<file path="src/rtl/muldiv_pkg.sv">
// muldiv_pkg
//   Shared types and constants for the multiply/divide unit.
//   - MULDIV_XLEN : default operand/result width
//   - muldiv_op_t : operation encoding (RV32M ordering)
//   - state_t     : sequencer states
//   - op_* helpers: operand signedness / op class decode
package muldiv_pkg;

  localparam int MULDIV_XLEN = 32;

  typedef enum logic [2:0] {
    MUL    = 3'd0,
    MULH   = 3'd1,
    MULHSU = 3'd2,
    MULHU  = 3'd3,
    DIV    = 3'd4,
    DIVU   = 3'd5,
    REM    = 3'd6,
    REMU   = 3'd7
  } muldiv_op_t;

  typedef enum logic [1:0] {
    S_IDLE = 2'd0,
    S_CALC = 2'd1,
    S_FIX  = 2'd2,
    S_DONE = 2'd3
  } state_t;

  // Divide-class ops occupy the upper half of the encoding.
  function automatic logic op_is_div(input muldiv_op_t op);
    return op[2];
  endfunction

  // Operand a is treated as two's complement.
  function automatic logic op_a_signed(input muldiv_op_t op);
    return (op == MULH) || (op == MULHSU) || (op == DIV) || (op == REM);
  endfunction

  // Operand b is treated as two's complement.
  function automatic logic op_b_signed(input muldiv_op_t op);
    return (op == MULH) || (op == DIV) || (op == REM);
  endfunction

endpackage

</file>
<file path="src/rtl/muldiv_unit.sv">
// muldiv_unit
//   Iterative multiply/divide unit. One shift-add (multiply) or restoring
//   (divide) step per CALC cycle on operand magnitudes, then a single FIX
//   cycle applies sign correction and divide special cases and registers
//   the result. Latency is fixed: the accepting edge plus 32 CALC edges
//   plus the FIX edge, so done rises after the 34th enabled edge.
//
// Ports
//   clk     : clock, all state on rising edge
//   reset   : asynchronous active-low reset
//   run     : global enable, 0 freezes all state
//   flush   : synchronous abort to IDLE (qualified by run)
//   start   : request an operation (accepted in IDLE only)
//   op      : muldiv_op_t operation
//   a, b    : operands
//   rd      : destination register address
//   busy    : high in every state except IDLE
//   done    : high in DONE only
//   waddr   : latched rd
//   wdata   : result
//   reg_we  : done and waddr != 0
module muldiv_unit
  import muldiv_pkg::*;
#(
  parameter int XLEN = MULDIV_XLEN
) (
  input  logic            clk,
  input  logic            reset,
  input  logic            run,
  input  logic            flush,
  input  logic            start,
  input  muldiv_op_t      op,
  input  logic [XLEN-1:0] a,
  input  logic [XLEN-1:0] b,
  input  logic [4:0]      rd,
  output logic            busy,
  output logic            done,
  output logic [4:0]      waddr,
  output logic [XLEN-1:0] wdata,
  output logic            reg_we
);

  localparam int               CNT_W    = $clog2(XLEN);
  localparam logic [CNT_W-1:0] CNT_LAST = CNT_W'(XLEN - 1);
  localparam logic [XLEN-1:0]  MOST_NEG = {1'b1, {(XLEN-1){1'b0}}};
  localparam logic [XLEN-1:0]  ALL_ONES = {XLEN{1'b1}};

  // Conditional two's-complement negation, result width.
  function automatic logic [XLEN-1:0] neg_w(input logic [XLEN-1:0] v, input logic n);
    return n ? (~v + XLEN'(1)) : v;
  endfunction

  // Conditional two's-complement negation, full product width.
  function automatic logic [2*XLEN-1:0] neg_p(input logic [2*XLEN-1:0] v, input logic n);
    return n ? (~v + (2*XLEN)'(1)) : v;
  endfunction

  // Control state
  state_t           r_state;
  state_t           w_state_nxt;
  logic [CNT_W-1:0] r_cnt;
  logic [4:0]       r_waddr;
  logic [XLEN-1:0]  r_wdata;

  // Captured operation (data, no reset)
  muldiv_op_t       r_op;
  logic [XLEN-1:0]  r_a;
  logic [XLEN-1:0]  r_b;
  logic [XLEN-1:0]  r_mcand;   // |a| for multiply, |b| for divide
  logic [2*XLEN-1:0] r_acc;    // {hi, lo}: product, or {remainder, quotient}
  logic             r_neg;     // final result needs negation

  // Capture-side decode
  logic             w_accept;
  logic             w_a_neg;
  logic             w_b_neg;
  logic [XLEN-1:0]  w_a_mag;
  logic [XLEN-1:0]  w_b_mag;
  logic             w_is_div_in;

  // Iteration datapath
  logic [XLEN:0]     w_mul_sum;
  logic [2*XLEN-1:0] w_mul_nxt;
  logic [XLEN:0]     w_div_shift;
  logic [XLEN:0]     w_div_diff;
  logic              w_qbit;
  logic [2*XLEN-1:0] w_div_nxt;
  logic [2*XLEN-1:0] w_acc_nxt;

  // FIX-stage result
  logic [2*XLEN-1:0] w_prod;
  logic [XLEN-1:0]   w_quot;
  logic [XLEN-1:0]   w_rem;
  logic              w_div_zero;
  logic              w_div_ovf;
  logic [XLEN-1:0]   w_result;

  assign w_accept = (r_state == S_IDLE) && start && !flush;

  // Capture: operand magnitudes and result sign
  always_comb begin
    w_is_div_in = op_is_div(op);
    w_a_neg     = op_a_signed(op) && a[XLEN-1];
    w_b_neg     = op_b_signed(op) && b[XLEN-1];
    w_a_mag     = neg_w(a, w_a_neg);
    w_b_mag     = neg_w(b, w_b_neg);
  end

  // One multiply step: conditionally add multiplicand into the high half,
  // then shift the whole accumulator right, consuming one multiplier bit.
  always_comb begin
    w_mul_sum = {1'b0, r_acc[2*XLEN-1:XLEN]} + (r_acc[0] ? {1'b0, r_mcand} : '0);
    w_mul_nxt = {w_mul_sum, r_acc[XLEN-1:1]};
  end

  // One restoring-divide step: shift the next dividend bit into the partial
  // remainder; keep the difference when it does not go negative.
  always_comb begin
    w_div_shift = {r_acc[2*XLEN-1:XLEN], r_acc[XLEN-1]};
    w_div_diff  = w_div_shift - {1'b0, r_mcand};
    w_qbit      = ~w_div_diff[XLEN];
    w_div_nxt   = {(w_qbit ? w_div_diff[XLEN-1:0] : w_div_shift[XLEN-1:0]),
                   r_acc[XLEN-2:0], w_qbit};
    w_acc_nxt   = op_is_div(r_op) ? w_div_nxt : w_mul_nxt;
  end

  // Sign correction and divide special cases
  always_comb begin
    w_prod     = neg_p(r_acc, r_neg);
    w_quot     = r_acc[XLEN-1:0];
    w_rem      = r_acc[2*XLEN-1:XLEN];
    w_div_zero = (r_b == '0);
    w_div_ovf  = (r_a == MOST_NEG) && (r_b == ALL_ONES);
    w_result   = '0;
    unique case (r_op)
      MUL:                  w_result = w_prod[XLEN-1:0];
      MULH, MULHSU, MULHU:  w_result = w_prod[2*XLEN-1:XLEN];
      DIV, DIVU: begin
        if (w_div_zero)                   w_result = ALL_ONES;
        else if (r_op == DIV && w_div_ovf) w_result = r_a;
        else                              w_result = neg_w(w_quot, r_neg);
      end
      REM, REMU: begin
        if (w_div_zero)                   w_result = r_a;
        else if (r_op == REM && w_div_ovf) w_result = '0;
        else                              w_result = neg_w(w_rem, r_neg);
      end
      default:              w_result = '0;
    endcase
  end

  // Next-state logic; flush wins over everything including start
  always_comb begin
    w_state_nxt = r_state;
    unique case (r_state)
      S_IDLE: if (start)              w_state_nxt = S_CALC;
      S_CALC: if (r_cnt == CNT_LAST)  w_state_nxt = S_FIX;
      S_FIX:                          w_state_nxt = S_DONE;
      S_DONE:                         w_state_nxt = S_IDLE;
      default:                        w_state_nxt = S_IDLE;
    endcase
    if (flush) w_state_nxt = S_IDLE;
  end

  // Control registers
  always_ff @(posedge clk or negedge reset) begin
    if (!reset) begin
      r_state <= S_IDLE;
      r_cnt   <= '0;
      r_waddr <= '0;
      r_wdata <= '0;
    end else if (run) begin
      r_state <= w_state_nxt;
      if (flush || w_accept) begin
        r_cnt <= '0;
      end else if (r_state == S_CALC) begin
        r_cnt <= r_cnt + CNT_W'(1);
      end
      if (w_accept) begin
        r_waddr <= rd;
      end
      if (r_state == S_FIX && !flush) begin
        r_wdata <= w_result;
      end
    end
  end

  // Datapath registers
  always_ff @(posedge clk) begin
    if (run) begin
      if (w_accept) begin
        r_op    <= op;
        r_a     <= a;
        r_b     <= b;
        r_mcand <= w_is_div_in ? w_b_mag : w_a_mag;
        r_acc   <= {{XLEN{1'b0}}, (w_is_div_in ? w_a_mag : w_b_mag)};
        if (!w_is_div_in)    r_neg <= w_a_neg ^ w_b_neg;
        else if (op[1])      r_neg <= w_a_neg;            // REM/REMU
        else                 r_neg <= w_a_neg ^ w_b_neg;  // DIV/DIVU
      end else if (r_state == S_CALC) begin
        r_acc <= w_acc_nxt;
      end
    end
  end

  assign busy   = (r_state != S_IDLE);
  assign done   = (r_state == S_DONE);
  assign waddr  = r_waddr;
  assign wdata  = r_wdata;
  assign reg_we = done && (r_waddr != 5'd0);

endmodule

</file>
<file path="config.mk">
export PLATFORM = sky130hd
export DESIGN_NAME = muldiv_unit
export DESIGN_NICKNAME = d
export VERILOG_FILES = /design/src/rtl/muldiv_pkg.sv /design/src/rtl/muldiv_unit.sv
export SDC_FILE = /design/constraint.sdc
export NUM_CORES = 1
export LEC_CHECK = 0
export BUFFER_PORTS_ARGS = -buffer_cell sky130_fd_sc_hd__buf_2
export CORE_MARGIN = 5
export CORE_UTILIZATION = 55
export DETAILED_ROUTE_END_ITERATION = 7
export PLACE_DENSITY = 0.82
export SYNTH_ARGS = -nofsm -noshare
export SYNTH_HDL_FRONTEND = slang
export SYNTH_SLANG_ARGS = --single-unit
</file>
<file path="constraint.sdc">
create_clock -name clk -period 14.12 [get_ports clk]
set_input_delay 0.706 -clock clk [delete_from_list [all_inputs] [get_ports clk]]
set_output_delay 0.706 -clock clk [all_outputs]
set_load 0.01 [all_outputs]
</file>
==> impl_metrics.tcl <==
set metrics [dict create \
    cts_setup_buffers 0 \
    syn_area_um2 16800 \
    boundaryPins 117 \
    finalSetupViolCount 0 \
    powerDensity_nw_per_um2 161 \
    synth_area_leaders "edfxtp_1 29%, dfrtp_1 6.6%, mux2i_1 6.3%" \
    hold_viol 0 \
    areaGrowthSynthToFinish_pct 9.20 \
    drt_iter0_markers 1965 \
    clkSinkCount 208 \
    rows 64 \
    crit_path_start_kind "flop" \
    die_x_um 185 \
    grt_overflow 0 \
    track_usage_pct 33.0 \
    cts_resized 0 \
    htree_levels 1 \
    viasPerCell 6.71 \
    worst-setup-path-type "flop to flop" \
    first_global_vias 15108 \
    drc 0 \
    arrival_ns 4.91 \
    final_common_cell "nor2_1" \
    p_leak_nw 7.16 \
    cp_max_fo 32 \
    synth-seq-area-share_pct 35.8 \
    fmax_mhz 216 \
    ys.flop_type "edfxtp_1" \
    setup_tns_ns 0 \
    seqCellArea_um2 6030 \
    grt_first_pass_wirelength_um 87700 \
    root_buffer "clkbuf_16" \
    start_util_pct 55.4 \
    avgSynthCellArea_um2 8.83 \
    num-fill-cells 2610 \
    place_congestion 0.993 \
    synth_edf_count 164 \
    antenna_found_initial 0 \
    grt_max_degree 85 \
    cts_max_path_buffers 3 \
    nets 2109 \
    worstPathRequired_ns 14.40 \
    hold_buffers 0 \
    vias 15898 \
    rsz0062_at_grt "no" \
    drive_gt1_share_pct 10.2 \
    hold_path.class "input pin to flop" \
    worst_pin_slew_ns 1.21 \
    relSlewSlack_pct 19.6 \
    drt-total-wl_um 57700 \
    wl_per_cell_um 24.3 \
    tritoncts "built" \
    status "finished clean" \
    wl_met2_um 25800 \
    async_flop_share_pct 21.2 \
    numPortBuffers 116 \
    drt-met1-wl_um 23100 \
    ys_ff_latch 208 \
    ant_nets 0 \
    ys_warn_count 0 \
    cap_violations 0 \
    mostFrequentLayoutCells "194 x nor2_1, 169 x a21oi_1, 164 x edfxtp_1" \
    highest-signal-layer "met4" \
    core_area_um2 30300 \
    vdd_drop_max_v 0.000122 \
    synth_top_cell_by_area "edfxtp_1" \
    synth_cell_type_count 76 \
    numCtsBuffers 25 \
    first_pass_iters 6 \
    dp_hpwl_um 43300 \
    synth_top_area_share_pct 29.3 \
    antennaDiodeCount 0 \
    die_area_um2 34200 \
    pre_cts_ws_ns 9.59 \
    synthCells 1903 \
    path_clk_slew_ns 0.06 \
    drv_slew 0 \
    fin_cells 2369 \
    min_period_ns 4.64 \
    die_h_um 185 \
    post-route-period-util_pct 32.8 \
    clock_latency_ns 0.55 \
    fin_ws_ns 9.48 \
    finalClockSkew_ns 0.0108 \
    synthesis.nets 2057 \
    multi_input_comb_area_um2 10200 \
    wl_met3_um 6040 \
    p_total_w 0.00295 \
    end_kind "flop" \
    dpl.cell_count 2324 \
]
power by group:
group          switching (W)  internal, W
clock network       0.000276     0.000325
logic               0.000776     0.000538
registers           0.000191     0.000842
final timing paths:
path	start	end	slack (ns)	depth (start not counted)
worst max-delay path	r_acc[0]$_DFFE_PP_	r_acc[63]$_SDFFCE_PP0P_	9.48	12
worst min-delay path	b[17]	r_b[17]$_DFFE_PP_	0.36	1
worst max register to register	r_acc[0]$_DFFE_PP_	r_acc[63]$_SDFFCE_PP0P_	9.48	12
worst min register to register	wdata[6]$_DFFE_PN0P_	wdata[6]$_DFFE_PN0P_	0.49	2
max in group asynchronous	reset	wdata[27]$_DFFE_PN0P_	12.97	1
min in group asynchronous	reset	r_state[0]$_DFFE_PN0P_	0.41	1
cell usage after synthesis, types with 5 or more instances:
library cell,n
or2_2,7
o21ai_0,142
o41ai_1,16
and2_1,8
nor2_1,195
mux2_2,9
a21o_1,25
o31a_1,7
nor2b_1,11
a211oi_1,15
o221ai_1,18
xor2_1,73
ha_1,75
xnor2_1,119
dfrtp_1,44
edfxtp_1,164
clkbuf_1,94
buf_1,7
nand2_1,144
o211ai_1,9
nand3b_1,5
o22ai_1,34
o21a_1,10
nand2b_1,19
a221oi_1,22
a21oi_1,169
nand4_1,28
and3_1,14
nor3_1,38
o31ai_1,18
inv_1,66
or4_1,13
a21boi_0,5
or3_1,21
a22o_1,5
a31oi_1,10
nor4_1,39
o21bai_1,11
mux2i_1,105
nand3_1,24
metrics by stage:
step                      instance area [um2]  hold slack, ns  utilization (%)
after detailed placement                17600           0.471             58.1
after CTS                               18400           0.348             60.5
after floorplan                         16800           0.410                -
final                                   18400           0.365             60.5
after global placement                  17600           0.464             58.1
after global routing                    18400           0.362             60.5
cells by family (layout without fill, tap and decap cells):
logic type,count (synthesis),count (layout),share of synthesized area (%)
mux,114,114,6.86
fa+ha+maj,77,77,5.82
compound gates,556,556,21.0
flops,208,208,35.8
xor+xnor,192,192,10.0
simple gates,583,583,16.6
buf+inv,173,243,3.92
sequential cells by signal, indices dropped and copies added (netlist names):
signal / cells
r_a: 32
r_acc: 64
r_b: 32
r_cnt: 5
r_mcand: 32
r_neg: 1
r_op: 3
r_state: 2
waddr: 5
wdata: 32
routing by layer:
layer,track usage [%],vias up
li1,-,7211
met1,45.0,7558
met2,51.9,962
met3,6.25,167
met4,13.6,0
met5,0,-
critical path, stage by stage, from the launching register on:
cell,delay (ns)
edfxtp_1,0.48
inv_1,0.77
nor2_1,0.21
fa_1,0.51
a211oi_1,0.25
o21ai_0,0.25
o2111a_1,0.36
o31ai_1,0.63
o31ai_1,0.18
a21o_1,0.21
a21o_1,0.20
a41oi_1,0.20
o21ai_0,0.11
layout make-up:
type                       count  area share (%)
multi-input combinational   1522            55.3
clock buffer                  27            3.45
inverter                      67            1.38
timing repair buffer         131            3.78
tap                          396            2.70
sequential                   208            32.8
clock inverter                18           0.559
No activity file was read; power rests on OpenSTA's default activity.
